### src/rtl/seg_pkg.sv
// Shared constants for the seven-segment scan display: digit count,
// blank codes and the active-low hex glyph table ({g,f,e,d,c,b,a}).
package seg_pkg;

   localparam int NUM_DIGITS = 4;
   localparam int DIGIT_W    = $clog2(NUM_DIGITS);

   localparam logic [6:0] SEG_OFF = 7'h7F;
   localparam logic [3:0] AN_OFF  = 4'hF;

   // Entry n is the active-low pattern for hex digit n; listed F down to 0.
   localparam logic [15:0][6:0] SEG_TABLE = {
      7'h0E,   // F
      7'h06,   // E
      7'h21,   // d
      7'h46,   // C
      7'h03,   // b
      7'h08,   // A
      7'h10,   // 9
      7'h00,   // 8
      7'h78,   // 7
      7'h02,   // 6
      7'h12,   // 5
      7'h19,   // 4
      7'h30,   // 3
      7'h24,   // 2
      7'h79,   // 1
      7'h40    // 0
   };

endpackage

### src/rtl/seg_scan_display_hex_to_seg.sv
// Combinational hex nibble to active-low seven-segment pattern.
module hex_to_seg
   import seg_pkg::*;
(
   input  logic [3:0] hex_i,
   output logic [6:0] seg_o
);

   assign seg_o = SEG_TABLE[hex_i];

endmodule

### src/rtl/seg_scan_display.sv
// Multiplexed 4-digit hex display of one of four debug words, selected by a
// debounced push button. The shown word is snapshotted at each frame start so a
// frame never mixes two words.
// Optional build macro: SEG_BLANK_LEADING_ZERO_EN blanks leading zero digits
// (digit 0 always lit); scan timing is unchanged either way.
module seg_scan_display
   import seg_pkg::*;
#(
   parameter int SCAN_DIV        = 100000,
   parameter int DEBOUNCE_CYCLES = 1000000
) (
   input  logic        clk_i,
   input  logic        rst_n_i,
   input  logic [15:0] word0_i,
   input  logic [15:0] word1_i,
   input  logic [15:0] word2_i,
   input  logic [15:0] word3_i,
   input  logic        sel_btn_i,
   output logic [1:0]  word_idx_o,
   output logic [3:0]  an_o,
   output logic [6:0]  seg_o
);

   localparam int SCAN_W = $clog2(SCAN_DIV);
   localparam int DB_W   = $clog2(DEBOUNCE_CYCLES);

   logic                sync1_q, sync2_q;
   logic [DB_W-1:0]     db_cnt_q, db_cnt_d;
   logic                db_lvl_q, db_lvl_d;
   logic                rise_q, rise_d;
   logic [1:0]          word_idx_q, word_idx_d;
   logic [SCAN_W-1:0]   scan_cnt_q, scan_cnt_d;
   logic [DIGIT_W-1:0]  digit_q, digit_d;
   logic [15:0]         shown_q, shown_d;
   logic [3:0]          an_q, an_d;
   logic [6:0]          seg_q, seg_d;
   logic                frame_start;
   logic                blank;
   logic [3:0]          nibble;
   logic [6:0]          seg_dec;

   hex_to_seg u_hex_to_seg (
      .hex_i (nibble),
      .seg_o (seg_dec)
   );

   // Debounce: accept a new level after DEBOUNCE_CYCLES consecutive
   // disagreeing samples; a rising acceptance bumps word_idx one cycle later.
   always_comb begin
      db_cnt_d = db_cnt_q;
      db_lvl_d = db_lvl_q;
      rise_d   = 1'b0;
      if (sync2_q == db_lvl_q) begin
         db_cnt_d = '0;
      end else if (db_cnt_q == DB_W'(DEBOUNCE_CYCLES - 1)) begin
         db_lvl_d = ~db_lvl_q;
         db_cnt_d = '0;
         rise_d   = ~db_lvl_q;
      end else begin
         db_cnt_d = db_cnt_q + 1'b1;
      end
      word_idx_d = rise_q ? word_idx_q + 2'd1 : word_idx_q;
   end

   // Scan timing and per-frame snapshot; snapshot uses the pre-increment index.
   always_comb begin
      frame_start = (scan_cnt_q == '0) && (digit_q == '0);
      scan_cnt_d  = scan_cnt_q + 1'b1;
      digit_d     = digit_q;
      if (scan_cnt_q == SCAN_W'(SCAN_DIV - 1)) begin
         scan_cnt_d = '0;
         digit_d    = digit_q + 1'b1;
      end
      shown_d = shown_q;
      if (frame_start) begin
         case (word_idx_q)
            2'd0:    shown_d = word0_i;
            2'd1:    shown_d = word1_i;
            2'd2:    shown_d = word2_i;
            default: shown_d = word3_i;
         endcase
      end
   end

   // Digit select, optional leading-zero blanking and next output pattern.
   always_comb begin
      case (digit_q)
         2'd0:    nibble = shown_q[3:0];
         2'd1:    nibble = shown_q[7:4];
         2'd2:    nibble = shown_q[11:8];
         default: nibble = shown_q[15:12];
      endcase
      blank = 1'b0;
`ifdef SEG_BLANK_LEADING_ZERO_EN
      case (digit_q)
         2'd1:    blank = (shown_q[15:4] == '0);
         2'd2:    blank = (shown_q[15:8] == '0);
         2'd3:    blank = (shown_q[15:12] == '0);
         default: blank = 1'b0;
      endcase
`endif
      an_d  = blank ? AN_OFF : ~(4'b0001 << digit_q);
      seg_d = blank ? SEG_OFF : seg_dec;
   end

   // Button synchronizer and debounce state.
   always_ff @(posedge clk_i or negedge rst_n_i) begin
      if (!rst_n_i) begin
         sync1_q    <= 1'b0;
         sync2_q    <= 1'b0;
         db_cnt_q   <= '0;
         db_lvl_q   <= 1'b0;
         rise_q     <= 1'b0;
         word_idx_q <= 2'd0;
      end else begin
         sync1_q    <= sel_btn_i;
         sync2_q    <= sync1_q;
         db_cnt_q   <= db_cnt_d;
         db_lvl_q   <= db_lvl_d;
         rise_q     <= rise_d;
         word_idx_q <= word_idx_d;
      end
   end

   // Scan position, snapshot and registered display outputs.
   always_ff @(posedge clk_i or negedge rst_n_i) begin
      if (!rst_n_i) begin
         scan_cnt_q <= '0;
         digit_q    <= '0;
         shown_q    <= 16'h0000;
         an_q       <= AN_OFF;
         seg_q      <= SEG_OFF;
      end else begin
         scan_cnt_q <= scan_cnt_d;
         digit_q    <= digit_d;
         shown_q    <= shown_d;
         an_q       <= an_d;
         seg_q      <= seg_d;
      end
   end

   assign word_idx_o = word_idx_q;
   assign an_o       = an_q;
   assign seg_o      = seg_q;

endmodule

### config.mk
export PLATFORM = sky130hd
export DESIGN_NAME = seg_scan_display
export DESIGN_NICKNAME = d
export VERILOG_FILES = /design/src/rtl/seg_pkg.sv /design/src/rtl/seg_scan_display_hex_to_seg.sv /design/src/rtl/seg_scan_display.sv
export SDC_FILE = /design/constraint.sdc
export NUM_CORES = 1
export LEC_CHECK = 0
export ABC_AREA = 0
export ABC_CLOCK_PERIOD_IN_PS = 2500
export CAP_MARGIN = 20
export CORE_MARGIN = 2
export CORE_UTILIZATION = 51
export DETAILED_ROUTE_END_ITERATION = 8
export GPL_TIMING_DRIVEN = 0
export PLACE_DENSITY_LB_ADDON = 0.2
export SLEW_MARGIN = 20
export SYNTH_ARGS = -nofsm -noshare
export SYNTH_HDL_FRONTEND = slang
export SYNTH_SLANG_ARGS = --single-unit
### constraint.sdc
create_clock -name clk_i -period 2.5 [get_ports clk_i]
set_input_delay 0.625 -clock clk_i [delete_from_list [all_inputs] [get_ports clk_i]]
set_output_delay 0.625 -clock clk_i [all_outputs]
set_load 0.02 [all_outputs]
Word level (Yosys, flattened, before mapping)
Memory sizes are Yosys's and may differ from the RTL's. A register that Yosys moved wholly into a read port is not among the register bits.
Cells that the tools add are included.
{"block": "totals", "mem_bits_ro": 112, "ff_bits": 65, "out_inout_bits": 13, "memories": 1, "word_cells": 39, "in_bits": 67}
{"block": "classes", "addsub": 4, "n_reduce_logical": 6, "n_shift": 1, "eq_ne": 7, "bitwise_logic": 3, "muxes": 7}
{"name": "(name not given)", "words": 16, "width": 7, "rd": 1, "rd_clocked_by_memory_dff": 1, "wr": 0, "line": "seg_scan_display_hex_to_seg.sv:9", "text": "assign seg_o = SEG_TABLE[hex_i];"}
{"operator": "16-bit one-hot mux with 3 select lines", "count": 1}
{"operator": "20-bit 2-to-1 mux", "count": 2}
{"operator": "20-bit by 1-bit adder with 20-bit output, second input constant", "count": 1}
{"operator": "20-bit equality test, second input constant", "count": 1}
{"operator": "17-bit by 1-bit adder with 17-bit output, second input constant", "count": 1}
{"operator": "17-bit equality test, second input constant", "count": 1}
{"operator": "17-bit zero test", "count": 1}
{"operator": "17-bit 2-to-1 mux", "count": 1}
{"operator": "4-bit one-hot mux with 3 select lines", "count": 1}
{"operator": "2-bit by 1-bit adder with 2-bit output, second input constant", "count": 2}
{"operator": "2-bit by 1-bit equality test with 1-bit output, second input constant", "count": 2}
{"operator": "2-bit equality test, second input constant", "count": 2}
{"operator": "2-bit zero test", "count": 2}
{"operator": "4-bit NOT", "count": 1}
{"operator": "1-bit by 2-bit left shift with 4-bit output, first input constant", "count": 1}
{"operator": "1-bit 2-to-1 mux", "count": 2}
{"operator": "1-bit NOT", "count": 2}
{"operator": "2-bit AND reduction", "count": 1}
{"operator": "1-bit equality test", "count": 1}
{"operator": "1-bit logical AND", "count": 1}
{"operator": "1-bit zero test", "count": 1}

Depth between registers and ports, before layout
Gate-level depths: netlist (run 1).
{"block": "depth", "depth_word": 3, "ltp_mapped": 9, "ltp_nobuf": 9}

Modules after synthesis
From an unflattened synthesis (run 1), not the netlist that was laid out.
{"block": "unflattened", "hier_cells": 369, "area_unflattened_um2": 3866.2}
{"mod": "seg_scan_display", "instances": 1, "seq_area_each_um2": 1815.5, "cells_per_inst": 337, "area_per_inst_um2": 3590.9}
{"mod": "hex_to_seg", "instances": 1, "seq_area_each_um2": 0.0, "cells_per_inst": 32, "area_per_inst_um2": 275.3}

Worst setup path after synthesis (run 1)
No wires, ideal clock.
{"block": "synth_path", "kind": "register to register", "startpoint": "register digit_q[0]", "endpoint": "register seg_q[0], in the netlist seg_o[0]", "setup_time_ns": 0.083, "arrival_ns": 1.974, "required_ns": 2.417, "synth_period_minus_slack_ns": 2.058, "path_slack_ns": 0.442, "n_path_buf": 0, "stages_incl_launch_ff": 10, "path_cell_list": "dfrtp_1 inv_1 ha_1 a22oi_1 nand2_1 mux2i_1 inv_1 ha_1 and3_1 a221o_1"}
{"block": "synth_via", "elab_chain_cells": 2, "elab_cells_between_ends": 4, "cone_classes": "eq/ne (2); mux (1); reduce/logical (1)"}
{"item": "start, declared", "line": "seg_scan_display.sv:33", "text": "logic [DIGIT_W-1:0] digit_q, digit_d;"}
{"item": "start signal, assigned", "line": "seg_scan_display.sv:135", "text": "digit_q <= digit_d;"}
{"item": "2-bit equality test (tied with other cells)", "line": "seg_scan_display.sv:87", "text": "case (digit_q)"}
{"item": "4-bit one-hot mux with 3 select lines (*)", "line": "seg_scan_display.sv:87"}
{"item": "end, declared", "line": "seg_scan_display.sv:36", "text": "logic [6:0] seg_q, seg_d;"}
Mark *: on every way between the ends. The rest lies on a longest branch, timed or not.
A chain may end at the register's enable or synchronous reset.

Worst setup path after layout (run 1)
Ends and elaborated chain as after synthesis.

==> flow_summary.json, run 1 <==
{
  "wire_per_inst_microns": 15.4,
  "synth_top_family_by_area": "simple AND/OR/NAND/NOR gates",
  "synth_area_leader_cell": "dfrtp_1",
  "dr.pass1.iters": 8,
  "hp-class": "in -> async",
  "io_pins": 80,
  "htree_levels": 3,
  "ant_nets": 0,
  "post_cts_buffers": 0,
  "final_cells": 559,
  "grt_start_max_net_pins": 56,
  "seqCellArea_sq_um": 1820,
  "path_class": "reg -> reg",
  "period_share_pct": 92.4,
  "internal_power_mw": 1.75,
  "synth.avg_cell_area_sq_um": 10.6,
  "dr.first_iter.drc_count": 202,
  "hold_viol": 0,
  "clockBufferDepth": 2,
  "drv_slew": 0,
  "port_buffers": 79,
  "fmax_mhz": 433,
  "synth_top_area_share_pct": 39.7,
  "cts.sinks": 72,
  "antenna_found_initial": 0,
  "syn-cell-area_sq_um": 3840,
  "area.growth.synth_to_final_pct": 29.2,
  "outcome": "finished, final reports clean",
  "ys.flop_type": "dfrtp_1",
  "cts_made_buffers": 9,
  "yosys_register_bits": 72,
  "synth_compound_area_share_pct": 10.2,
  "synthCells": 364,
  "place_hpwl_microns": 6360,
  "root_buffer": "clkbuf_8",
  "sequentialPowerShare_pct": 52.8,
  "cp-start-kind": "flop",
  "pwr_density_cell_nw_per_um2": 464,
  "worstPathArrival_ns": 2.57,
  "synth_edf_count": 0,
  "via_count": 3091,
  "clkLatencyLatePin_ns": 0.33,
  "setup_ws_ns": 0.191,
  "cp_num_buf_inv": 2,
  "place_ws_ns": 0.101,
  "p_comb_share_pct": 11.1,
  "p_sw_share_pct": 24.2,
  "critPathMaxFanout": 6,
  "ys_seq_area_share_pct": 47.2,
  "via_per_inst": 5.53,
  "fillers": 582,
  "ir_drop_uv": 307,
  "core_sq_um": 7290,
  "hold_buffers": 0,
  "max_cap_violations": 0,
  "synth_fa_ha_area_share_pct": 5.86,
  "postPlaceCellArea_sq_um": 4780,
  "cp.required_ns": 2.77,
  "grt_first_pass_wirelength_microns": 14600,
  "grt_overflow_total": 0,
  "grt_pass1_vias": 3180,
  "synth_commonest_cells": "61 x dfrtp_1, 30 x nor2_1, 29 x nand2_1",
  "finalCriticalPeriod_ns": 2.31,
  "final_area_sq_um": 4960,
  "synthSimpleGateAreaFrac_pct": 17.5,
  "muxShareOfSynthArea_pct": 8.63,
  "grt.total_usage_pct": 21.7,
  "drc": 0,
  "p_clk_share_pct": 36.1,
  "initial_core_util_pct": 52.7,
  "finalSetupViolCount": 0,
  "power_switching_mw": 0.556,
  "die_width_microns": 90.8,
  "clk_pin_slew_ns": 0.08,
  "worst_pin_slew_ns": 0.473,
  "nets": 540,
  "crit_family": "adder cells",
  "drive_gt1_share_pct": 12.8,
  "leakage_nw": 2.10,
  "ys_warn_count": 0,
  "yosysMostFrequentCell": "dfrtp_1",
  "place_inst": 543,
  "slowest_delay_ns": 0.40,
  "synthDistinctLibCells": 42,
  "antenna_cells": 0,
  "multi_input_area_sq_um": 1900,
  "crit_chain": "inv_1 -> ha_1 -> a22oi_1 -> nand2_1 -> mux2i_2 -> inv_1 -> ha_1 -> and3_1 -> a221o_1",
  "fp-row-count": 31,
  "dieArea_sq_um": 8250,
  "place.gp.congestion": 0.855,
  "synthTopCellsByArea": "dfrtp_1 40%, dfstp_2 7.5%, ha_1 5.9%, mux2_2 5.0%, a222oi_1 4.9%",
  "rsz0062_at_grt": "false",
  "slew_headroom_pct": 68.2,
  "worst_setup_path_end_kind": "flop",
  "syn_nets": 449,
  "wl_microns": 8580,
  "setup-tns-final_ns": 0,
  "cp_slowest_cell": "dfrtp_1",
  "synth-async-reset-ratio_pct": 100,
  "cts_resized": 0,
  "cts_tree": "yes",
  "finalClockSkew_ns": 0.0106,
  "synth_xor_area_share_pct": 7.06,
  "fp.dieH_microns": 90.8
}
==> worst paths after layout <==
kind                                 to        from  cells past startpoint  slack, ns
max                            seg_o[0]  digit_q[0]                      9       0.19
min                         shown_q[11]     rst_n_i                      1       0.15
max reg2reg                    seg_o[0]  digit_q[0]                      9       0.19
min reg2reg                     sync2_q     sync1_q                      0       0.36
max in group asynchronous  db_cnt_q[14]     rst_n_i                      2       1.81
min in group clk_i              sync2_q     sync1_q                      0       0.36
==> logic make-up after synthesis <==
logic type,Yosys count
compound gates,54
xor+xnor,31
fa+ha+maj,18
buf+inv,33
flops,72
mux,31
simple gates,125
==> cells in the final DEF (no fill, tap or decap), types with 2 or more instances in the layout <==
cell	n
clkdlybuf4s50_1	78
dfrtp_1	61
nor2_1	30
nand2_1	29
inv_1	19
a222oi_1	19
o21ai_0	18
ha_1	18
mux2_2	17
xnor2_1	17
xor2_1	14
mux2i_1	13
nand4_1	13
nand3_1	12
clkbuf_1	11
dfstp_2	11
clkbuf_8	10
nor4_1	8
a21oi_1	8
and3_1	6
o22ai_1	4
and4_1	4
nor3_1	4
buf_2	3
nand4b_1	3
or3_1	2
o31ai_1	2
nand2b_1	2
nor4b_1	2
buf_4	2
clkinvlp_4	2
clkinv_4	2
==> power groups by stage <==
stage | Clock (mW) | Combinational [mW] | Sequential, mW
after global routing | 0.901 | 0.281 | 1.22
after floorplan | 0 | 0.0752 | 1.25
after CTS | 0.854 | 0.260 | 1.21
final | 0.831 | 0.256 | 1.21
after global placement | 0 | 0.247 | 1.24
after detailed placement | 0 | 0.258 | 1.24
==> registers in the layout, summed over array words and instances, names as in the netlist <==
signal,cells
db_lvl_q,1
word_idx_o,2
an_o,4
db_cnt_q,20
scan_cnt_q,17
rise_q,1
digit_q,2
seg_o,7
shown_q,16
sync1_q,1
sync2_q,1
==> routing by layer <==
metal	global-route usage [%]	vias up	share of wire (%)
li1	-	1509	-
met4	7.70	0	2.2
met3	4.34	18	3.5
met2	38.4	73	52
met1	26.4	1491	42
met5	0	-	0
==> metrics by stage <==
stage          hold WS (ns)  util (%)  total power [mW]
6_report              0.149      68.1              2.30
2_1_floorplan         0.329         -              1.32
4_1_cts               0.143      68.0              2.33
3_5_place_dp          0.349      65.6              1.50
5_1_grt               0.137      68.1              2.40
3_3_place_gp          0.343      65.3              1.48
==> layout make-up <==
| class | count | share of cell area [%] |
|---|---|---|
| multi-input cells | 259 | 38.3 |
| flip-flops and latches | 72 | 36.6 |
| clock buffers | 12 | 2.92 |
| well taps | 99 | 2.49 |
| plain buffers | 14 | 1.23 |
| repair buffers | 80 | 16.4 |
| clock inverters | 4 | 0.655 |
| inverters | 19 | 1.44 |
No activity file was read; power rests on OpenSTA's default activity.
==> inputs of run 2 (changes only) <==
--- a/config.mk
+++ b/config.mk
@@ -9,11 +9,13 @@
 export ABC_CLOCK_PERIOD_IN_PS = 2500
 export CAP_MARGIN = 20
 export CORE_MARGIN = 2
-export CORE_UTILIZATION = 51
+export CORE_UTILIZATION = 52
+export CTS_CLUSTER_SIZE = 14
 export DETAILED_ROUTE_END_ITERATION = 8
 export GPL_TIMING_DRIVEN = 0
 export PLACE_DENSITY_LB_ADDON = 0.2
 export SLEW_MARGIN = 20
 export SYNTH_ARGS = -nofsm -noshare
 export SYNTH_HDL_FRONTEND = slang
+export SYNTH_HIERARCHICAL = 1
 export SYNTH_SLANG_ARGS = --single-unit
==> run 2 against run 1 <==
Cell count up 1.4%. Clock skew down 0.0033 ns. Flip-flop and latch count unchanged. Clock-buffer cell count down 1. Fmax down 1.2%. Largest power group unchanged. Sequential share of layout area down 0.74 points. Largest cell class unchanged. Clock power up 24%. Critical path type unchanged. Worst hold slack better by 0.033 ns. Routed wire length down 0.83%. Die area down 1.3%.
==> flow_summary.json, run 2 <==
{
  "cts_made_buffers": 9,
  "period_share_pct": 93.5,
  "place_hpwl_microns": 6300,
  "grt_pass1_vias": 3046,
  "crit_family": "simple AND/OR/NAND/NOR gates",
  "max_cap_violations": 0,
  "ant_nets": 0,
  "synth_compound_area_share_pct": 10.9,
  "fp.dieH_microns": 90.2,
  "antenna_cells": 0,
  "grt_start_max_net_pins": 45,
  "final_common_cell": "clkdlybuf4s50_1",
  "critPathMaxFanout": 5,
  "ys.flop_type": "dfrtp_1",
  "grt.total_usage_pct": 22.1,
  "fmax_mhz": 428,
  "core_sq_um": 7210,
  "cts.sinks": 72,
  "wire_per_inst_microns": 15.0,
  "fillers": 552,
  "port_buffers": 79,
  "drc": 0,
  "cp.required_ns": 2.78,
  "place_ws_ns": -0.109,
  "via_count": 3099,
  "synth_fa_ha_area_share_pct": 6.15,
  "ys_seq_area_share_pct": 47.0,
  "wl_microns": 8510,
  "via_per_inst": 5.47,
  "synth-async-reset-ratio_pct": 100,
  "yosysMostFrequentCell": "dfrtp_1",
  "grt_overflow_total": 0,
  "root_buffer": "clkbuf_8",
  "worst_pin_slew_ns": 0.594,
  "yosys_register_bits": 72,
  "hold_viol": 0,
  "syn_nets": 455,
  "pwr_density_cell_nw_per_um2": 495,
  "nets": 549,
  "dieArea_sq_um": 8140,
  "crit_chain": "inv_1 -> ha_2 -> a222oi_1 -> mux2i_2 -> inv_2 -> ha_1 -> and2b_2 -> or3b_1 -> o21ai_0",
  "dr.first_iter.drc_count": 194,
  "grt_first_pass_wirelength_microns": 14400,
  "dr.pass1.iters": 7,
  "hold_buffers": 0,
  "synth_top_family_by_area": "simple AND/OR/NAND/NOR gates",
  "finalCriticalPeriod_ns": 2.34,
  "cts_tree": "yes",
  "ir_drop_uv": 408,
  "synthDistinctLibCells": 45,
  "whs_ns": 0.183,
  "outcome": "finished, final reports clean",
  "ys_warn_count": 6,
  "cp-start-kind": "flop",
  "die_width_microns": 90.2,
  "slowest_delay_ns": 0.42,
  "total_power_mw": 2.51,
  "finalSetupViolCount": 0,
  "fp-row-count": 31,
  "syn-cell-area_sq_um": 3870,
  "synth_xor_area_share_pct": 6.57,
  "clkLatencyLatePin_ns": 0.35,
  "synth_top_area_share_pct": 39.5,
  "final_core_util_pct": 70.2,
  "worst_setup_path_end_kind": "flop",
  "worstPathArrival_ns": 2.62,
  "antenna_found_initial": 0,
  "place.gp.congestion": 0.832,
  "leakage_nw": 2.07,
  "synthSimpleGateAreaFrac_pct": 16.5,
  "initial_core_util_pct": 53.6,
  "largest_reg_flops": 20,
  "synth_area_leader_cell": "dfrtp_1",
  "synthTopCellsByArea": "dfrtp_1 39%, dfstp_2 7.5%, ha_1 6.1%, a222oi_1 5.2%, xnor2_1 4.5%",
  "synth_edf_count": 0,
  "path_class": "reg -> reg",
  "muxShareOfSynthArea_pct": 8.16,
  "htree_levels": 3,
  "finalClockSkew_ns": 0.00729,
  "largest_register": "db_cnt_q",
  "synthCells": 369,
  "largest_registers": "db_cnt_q x20, scan_cnt_q x17, shown_q x16",
  "area.growth.synth_to_final_pct": 31.1,
  "synth.avg_cell_area_sq_um": 10.5,
  "io_pins": 80,
  "drive_gt1_share_pct": 15.4,
  "slew_headroom_pct": 60.1,
  "final_cell_mix": "78 x clkdlybuf4s50_1, 61 x dfrtp_1, 34 x nor2_1",
  "hp-class": "in -> async",
  "setup-tns-final_ns": 0,
  "clockBufferDepth": 2,
  "cp_slowest_cell": "dfrtp_1",
  "drv_slew": 0,
  "cp_num_buf_inv": 2,
  "setup_ws_ns": 0.162,
  "synth_commonest_cells": "61 x dfrtp_1, 34 x nor2_1, 28 x nand2_1",
  "clk_pin_slew_ns": 0.08
}
## run 2: final timing paths
| path | startpoint | end | slack [ns] | cells after the start |
|---|---|---|---|---|
| max reg2reg | digit_q[1] | seg_o[0] | 0.16 | 9 |
| min | rst_n_i | shown_q[12] | 0.18 | 1 |
| max | digit_q[1] | seg_o[0] | 0.16 | 9 |
| min in group clk_i | sync1_q | sync2_q | 0.37 | 0 |
| min reg2reg | sync1_q | sync2_q | 0.37 | 0 |
| max in group asynchronous | rst_n_i | seg_o[4] | 1.72 | 2 |
## run 2: worst register-to-register path: stages (launching register included)
cell and delay [ns]:
dfrtp_1 0.42, inv_1 0.09, ha_2 0.21, a222oi_1 0.41, mux2i_2 0.16, inv_2 0.13
ha_1 0.18, and2b_2 0.23, or3b_1 0.37, o21ai_0 0.08
## run 2: layout make-up
| class | instances | area, sq um | area share (%) |
|---|---|---|---|
| inverters | 25 | 93.8 | 1.85 |
| clock buffers | 11 | 174 | 3.43 |
| flip-flops and latches | 72 | 1820 | 35.8 |
| repair buffers | 83 | 831 | 16.4 |
| clock inverters | 5 | 60.1 | 1.19 |
| well taps | 99 | 124 | 2.44 |
| plain buffers | 16 | 90.1 | 1.78 |
| multi-input cells | 256 | 1880 | 37.1 |
## run 2: layer usage
metal | track usage, % | vias to the layer above | routed length [microns]
li1 | - | 1511 | -
met1 | 29.0 | 1480 | 3800
met2 | 35.5 | 93 | 4050
met3 | 5.11 | 15 | 507
met4 | 8.85 | 0 | 153
met5 | 0 | - | 0
## run 2: what timing repair did
action,in CTS,in global routing
pin swaps,1,2
gates resized for setup,3,2
setup buffers,1,2
setup endpoints to repair,2,3
## run 2: per-stage QoR
step	instance area (sq um)	std cells
2_1_floorplan	3870	369
3_3_place_gp	4780	547
3_5_place_dp	4800	548
4_1_cts	5050	565
5_1_grt	5070	567
6_report	5070	567
## run 2: cells by family (layout without fill, tap and decap cells)
kind of cell               after synthesis  count (layout)
buffers and inverters                   41             140
xor gates and xnor gates                29              29
adders and majority gates               19              19
DFF                                     72              72
and+or+nand+nor                        122             122
AOI/OAI and AO/OA                       58              58
muxes                                   28              28
## run 2: where the power goes
| part | switching, mW | internal, mW | total, mW |
|---|---|---|---|
| combinational | 0.104 | 0.163 | 0.267 |
| sequential | 0.0138 | 1.20 | 1.21 |
| clock | 0.446 | 0.583 | 1.03 |
